===== config.mk =====
export PLATFORM = sky130hd
export DESIGN_NAME = mod_mult_interleaved
export DESIGN_NICKNAME = d
export VERILOG_FILES = /design/src/rtl/paillier_pkg.sv /design/src/rtl/mod_dbl_add_step.sv /design/src/rtl/mod_mult_interleaved.sv
export SDC_FILE = /design/constraint.sdc
export NUM_CORES = 1
export LEC_CHECK = 0
export BUFFER_PORTS_ARGS = -buffer_cell sky130_fd_sc_hd__buf_2
export CAP_MARGIN = 20
export CORE_MARGIN = 4
export CORE_UTILIZATION = 56
export DETAILED_ROUTE_END_ITERATION = 10
export PLACE_DENSITY = 0.79
export RECOVER_POWER = 100
export SKIP_CTS_REPAIR_TIMING = 1
export SLEW_MARGIN = 10
export SYNTH_ARGS = -nofsm -noshare
export SYNTH_HDL_FRONTEND = slang
export SYNTH_SLANG_ARGS = --single-unit

===== constraint.sdc =====
create_clock -name clk -period 9.2 [get_ports clk]
set_input_delay 0 -clock clk [delete_from_list [all_inputs] [get_ports clk]]
set_output_delay 0 -clock clk [all_outputs]
set_load 0.05 [all_outputs]

===== src/rtl/paillier_pkg.sv =====
// Shared types and constants for the Paillier modular arithmetic datapath.
package paillier_pkg;

  localparam int unsigned MM_WIDTH = 32;
  // The extra two bits hold 2P + R < 3n without overflow.
  localparam int unsigned MM_ACC_W = MM_WIDTH + 2;

  typedef enum logic [1:0] {
    IDLE   = 2'd0,
    REDUCE = 2'd1,
    MULT   = 2'd2,
    FINISH = 2'd3
  } mm_state_e;

endpackage


===== src/rtl/mod_dbl_add_step.sv =====
// One interleaved step: (2*acc + addend) followed by up to two conditional subtractions of n.
module mod_dbl_add_step #(
  parameter int unsigned WIDTH = 32
) (
  input  logic [WIDTH+1:0] acc,
  input  logic [WIDTH+1:0] addend,
  input  logic [WIDTH-1:0] n,
  output logic [WIDTH+1:0] sum
);

  localparam int unsigned ACC_W = WIDTH + 2;

  logic [ACC_W-1:0] nx;
  logic [ACC_W-1:0] s0;
  logic [ACC_W-1:0] s1;

  always_comb begin
    nx  = ACC_W'(n);
    s0  = (acc << 1) + addend;
    s1  = (s0 >= nx) ? (s0 - nx) : s0;
    sum = (s1 >= nx) ? (s1 - nx) : s1;
  end

endmodule


===== src/rtl/mod_mult_interleaved.sv =====
// Bit-serial interleaved modular multiplier: result = (a * b) mod n.
// Optional macro MODMUL_SKIP_REDUCE_EN bypasses the REDUCE pass when a < n.
module mod_mult_interleaved
  import paillier_pkg::*;
#(
  parameter int unsigned WIDTH = MM_WIDTH
) (
  input  logic             clk,
  input  logic             reset,
  input  logic             start,
  input  logic [WIDTH-1:0] a,
  input  logic [WIDTH-1:0] b,
  input  logic [WIDTH-1:0] n,
  output logic             busy,
  output logic             done,
  output logic [WIDTH-1:0] result,
  output logic             valid
);

  localparam int unsigned ACC_W = WIDTH + 2;
  localparam int unsigned CNT_W = (WIDTH > 1) ? $clog2(WIDTH) : 1;

  mm_state_e        state, state_nxt;
  logic [CNT_W-1:0] cnt, cnt_nxt;
  logic [WIDTH-1:0] a_q, a_nxt, b_q, b_nxt, n_q, n_nxt;
  logic [ACC_W-1:0] r, r_nxt, p, p_nxt;
  logic             busy_nxt, done_nxt, valid_nxt;
  logic [WIDTH-1:0] result_nxt;
  logic [ACC_W-1:0] red_sum, mult_sum;

  mod_dbl_add_step #(.WIDTH(WIDTH)) u_red_step (
    .acc    (r),
    .addend (ACC_W'(a_q[cnt])),
    .n      (n_q),
    .sum    (red_sum)
  );

  mod_dbl_add_step #(.WIDTH(WIDTH)) u_mult_step (
    .acc    (p),
    .addend (b_q[cnt] ? r : '0),
    .n      (n_q),
    .sum    (mult_sum)
  );

  // State register
  always_ff @(posedge clk or posedge reset) begin
    if (reset) state <= IDLE;
    else       state <= state_nxt;
  end

  // Next-state logic
  always_comb begin
    state_nxt = state;
    case (state)
      IDLE: begin
        if (start) begin
          if (n == '0) state_nxt = FINISH;
`ifdef MODMUL_SKIP_REDUCE_EN
          else if (a < n) state_nxt = MULT;
`endif
          else state_nxt = REDUCE;
        end
      end
      REDUCE:  if (cnt == '0) state_nxt = MULT;
      MULT:    if (cnt == '0) state_nxt = FINISH;
      FINISH:  state_nxt = IDLE;
      default: state_nxt = IDLE;
    endcase
  end

  // Datapath and output next values
  always_comb begin
    cnt_nxt    = cnt;
    a_nxt      = a_q;
    b_nxt      = b_q;
    n_nxt      = n_q;
    r_nxt      = r;
    p_nxt      = p;
    busy_nxt   = busy;
    done_nxt   = done;
    valid_nxt  = valid;
    result_nxt = result;
    case (state)
      IDLE: begin
        if (start) begin
          a_nxt      = a;
          b_nxt      = b;
          n_nxt      = n;
          r_nxt      = '0;
          p_nxt      = '0;
          cnt_nxt    = CNT_W'(WIDTH - 1);
          busy_nxt   = 1'b1;
          done_nxt   = 1'b0;
          valid_nxt  = 1'b0;
          result_nxt = '0;
`ifdef MODMUL_SKIP_REDUCE_EN
          if ((n != '0) && (a < n)) r_nxt = ACC_W'(a);
`endif
        end
      end
      REDUCE: begin
        r_nxt = red_sum;
        if (cnt == '0) begin
          cnt_nxt = CNT_W'(WIDTH - 1);
          p_nxt   = '0;
        end else begin
          cnt_nxt = cnt - CNT_W'(1);
        end
      end
      MULT: begin
        p_nxt = mult_sum;
        if (cnt != '0) cnt_nxt = cnt - CNT_W'(1);
      end
      FINISH: begin
        result_nxt = (n_q != '0) ? p[WIDTH-1:0] : '0;
        valid_nxt  = (n_q != '0);
        done_nxt   = 1'b1;
        busy_nxt   = 1'b0;
      end
      default: ;
    endcase
  end

  // Datapath and output registers
  always_ff @(posedge clk or posedge reset) begin
    if (reset) begin
      cnt    <= '0;
      a_q    <= '0;
      b_q    <= '0;
      n_q    <= '0;
      r      <= '0;
      p      <= '0;
      busy   <= 1'b0;
      done   <= 1'b0;
      valid  <= 1'b0;
      result <= '0;
    end else begin
      cnt    <= cnt_nxt;
      a_q    <= a_nxt;
      b_q    <= b_nxt;
      n_q    <= n_nxt;
      r      <= r_nxt;
      p      <= p_nxt;
      busy   <= busy_nxt;
      done   <= done_nxt;
      valid  <= valid_nxt;
      result <= result_nxt;
    end
  end

endmodule


==> summary.md <==
| Metric | Value |
|---|---|
| CP most frequent cell | `buf_12` |
| Startpoint types | `register` |
| Top cells by count, synth | `205 x dfrtp_1, 176 x nand2_1, 165 x ha_1` |
| Fmax achieved | `0.110 GHz` |
| DR WL/cell | `23.1 µm` |
| Post-synth EDFFs | `0` |
| Crit path DAT | `about 9.5 ns` |
| Status | `complete, but fails checks` |
| Die area | `35300 µm²` |
| Vias in the first global route | `16700` |
| Dpl cell area | `19900 µm²` |
| Area share of the largest cell type after synthesis | `between 20% and 30%` |
| Worst Hold Path EP | `a_q[14]` |
| Period utilization | `between 90% and 100%` |
| Routed Wire Length | `between 60 and 70 mm` |
| Post-route antenna net violation count | `0` |
| Port bufs | `133` |
| Avg Synthesized Cell Area | `between 8 and 9 µm²` |
| Starting Density | `57.1%` |
| Post-synth top area cell | `dfrtp_1` |
| Syn nets | `2299` |
| Max-cap violations | `4` |
| Synth cell types | `84` |
| Area contributors post-synth | `dfrtp_1 28%, ha_1 11%, mux2_2 7.0%` |
| Yosys reg bits | `~210` |
| Ys Warns | `0` |
| Worst reg2reg setup slack | `~0.10 ns` |
| Chip width | `188 µm` |
| Clk Tree Root Cell | `clkbuf_16` |
| Synthesized cell area | `roughly 18000 µm²` |
| Syn-to-layout area delta | `21.6%` |
| Top Ports | `about 130` |
| Final HPWL DP | `44.6 mm` |
| # diodes | `0` |
| First-pass GRT wire length | `between 80 and 90 mm` |
| Gr ovfl total | `0` |
| Max FO, Critical Path | `14` |
| Ys async rst share | `100%` |
| Drt via density | `around 6.5` |
| Crit path kind | `register to register` |
| Layout cells sized above 1 | `between 10% and 20%` |
| Chip height | `roughly 190 µm` |
| Via count | `about 18000` |
| RSZ-0062 raised after global routing | `yes` |
| Primary FF master, synth | `dfrtp_1` |
| H-tree depth | `1` |
| Clock sink count | `205` |
| Iter 0 DRT Violations | `around 1400` |
| Worst-path cell with the longest stage delay | `mux4_2` |
| Gp weighted congestion | `roughly 1.0` |
| Setup TNS | `0 ns` |
| Drt pass-1 iters | `8` |
| CTS tree | `built` |
| CTS Buf Count | `24` |
| Largest net degree at the start of global routing | `about 140` |
| Design Area, Final | `22000 µm²` |
| Slew @ Worst Pin | `~6.1 ns` |
| Row cnt | `65` |
| Initial antenna violation count | `0` |
| Endpoints failing setup | `0` |
| Clock Latency Late Sink | `~0.57 ns` |
| R2r endpoint | `p[19]` |
| Hold Path Origin | `a[14]` |
| Hold Crit Depth | `3` |
| Critical R2R Launch | `cnt[0]` |
| Bufs on Longest Clock Path | `3` |
| CP Capture Type | `register` |
| Fin nets | `~2600` |
| Sequential share of the synthesized area | `about 28%` |
| Mapped Cells | `2030` |
| # DRC | `0` |
| Total track usage | `30.9%` |
| Clock transition at path regs | `0.07 ns` |
| Max transition margin | `-308%` |
| Violated checks | `capacitance limit, slew limit` |
| Worst EP required | `9.62 ns` |
| Most common cell in the netlist | `dfrtp_1` |
| Final hold violations | `0` |
| Slowest cell delay on critical path | `between 0.5 and 0.6 ns` |
| Core ar. | `~32000 µm²` |
| Tmin final | `approximately 9.1 ns` |
| Max Slew Vio Count | `roughly 310` |
| Hold Path Class | `input port to register` |
| Fin util | `between 60% and 70%` |
| Clock skew | `between 0.03 and 0.04 ns` |
| Reg2reg path depth | `38` |
==> cell families (layout without fill, tap and decap cells) <==
group,Yosys count,in the layout,synth area share (%)
compound gates,632,632,23.3
simple gates,566,567,15.5
flops,205,205,28.3
fa+ha+maj,170,170,11.9
mux,160,160,10.8
buf+inv,156,478,3.36
xor+xnor,141,141,6.81
==> sequential cells by signal (all words and copies together), names as in the netlist <==
signal / cells
a_q: 32
valid: 1
n_q: 32
cnt: 5
b_q: 32
busy: 1
done: 1
state: 2
r: 34
result: 32
p: 33
==> cell type report <==
type                            count  area [µm²]
Fill cell                        2387        9680
Tap cell                          402         503
Multi-Input combinational cell   1670       12700
Timing Repair Buffer              348        2580
Sequential cell                   205        5130
Inverter                           89         335
Clock inverter                     12         178
Clock buffer                       29         649
==> stage by stage <==
stage	hold slack (ns)	setup slack [ns]	std cells
2_1_floorplan	0.151	0.219	2030
3_5_place_dp	0.235	-0.106	2602
4_1_cts	-0.340	-0.141	2643
3_3_place_gp	0.232	0.127	2601
6_report	0.209	0.101	2755
5_1_grt	0.221	-0.267	2755
==> per-layer routing <==
layer  GRT usage [%]  vias up  part of all wire (%)
met1            43.0     8480                    40
met3            3.85      256                   8.6
met4            9.51        0                   6.0
li1                -     8183                     -
met5               0        -                     0
met2            50.8     1033                    45
==> placed cells by master (no fill, tap or decap), types with 32 or more instances in the layout <==
cell,count
o21ai_0,139
nor2_1,107
buf_4,105
inv_1,88
dlygate4sd3_1,98
mux2_2,110
xor2_1,48
clkbuf_1,40
xnor2_1,91
dfrtp_1,204
a21o_1,61
a221o_1,32
nor2b_1,51
and2_1,34
nand3_1,39
nand2_1,174
a22o_1,37
a21oi_1,152
buf_2,98
ha_1,161
==> worst max path at each step <==
stage,startpoint,endpoint,slack [ns],depth (start not counted)
2_1_floorplan,cnt[0],p[2],0.22,40
3_3_place_gp,cnt[0],p[29],0.13,41
3_5_place_dp,cnt[0],p[29],-0.11,40
4_1_cts,cnt[2],p[29],-0.14,40
5_1_grt,cnt[0],p[19],-0.27,43
6_report,cnt[0],p[19],0.10,38
==> critical path: cells and delay by family (launching register included) <==
kind            cells  cell delay [ns]
compound gates     16             3.63
fa+ha+maj           4             1.23
buf+inv             5             0.84
simple gates        9             1.46
xor+xnor            1             0.21
mux                 3             1.17
flops               1             0.38
Power is left out: the tool's default activity adds up to more than one toggle a clock period on the data nets, which glitch-free logic cannot reach.
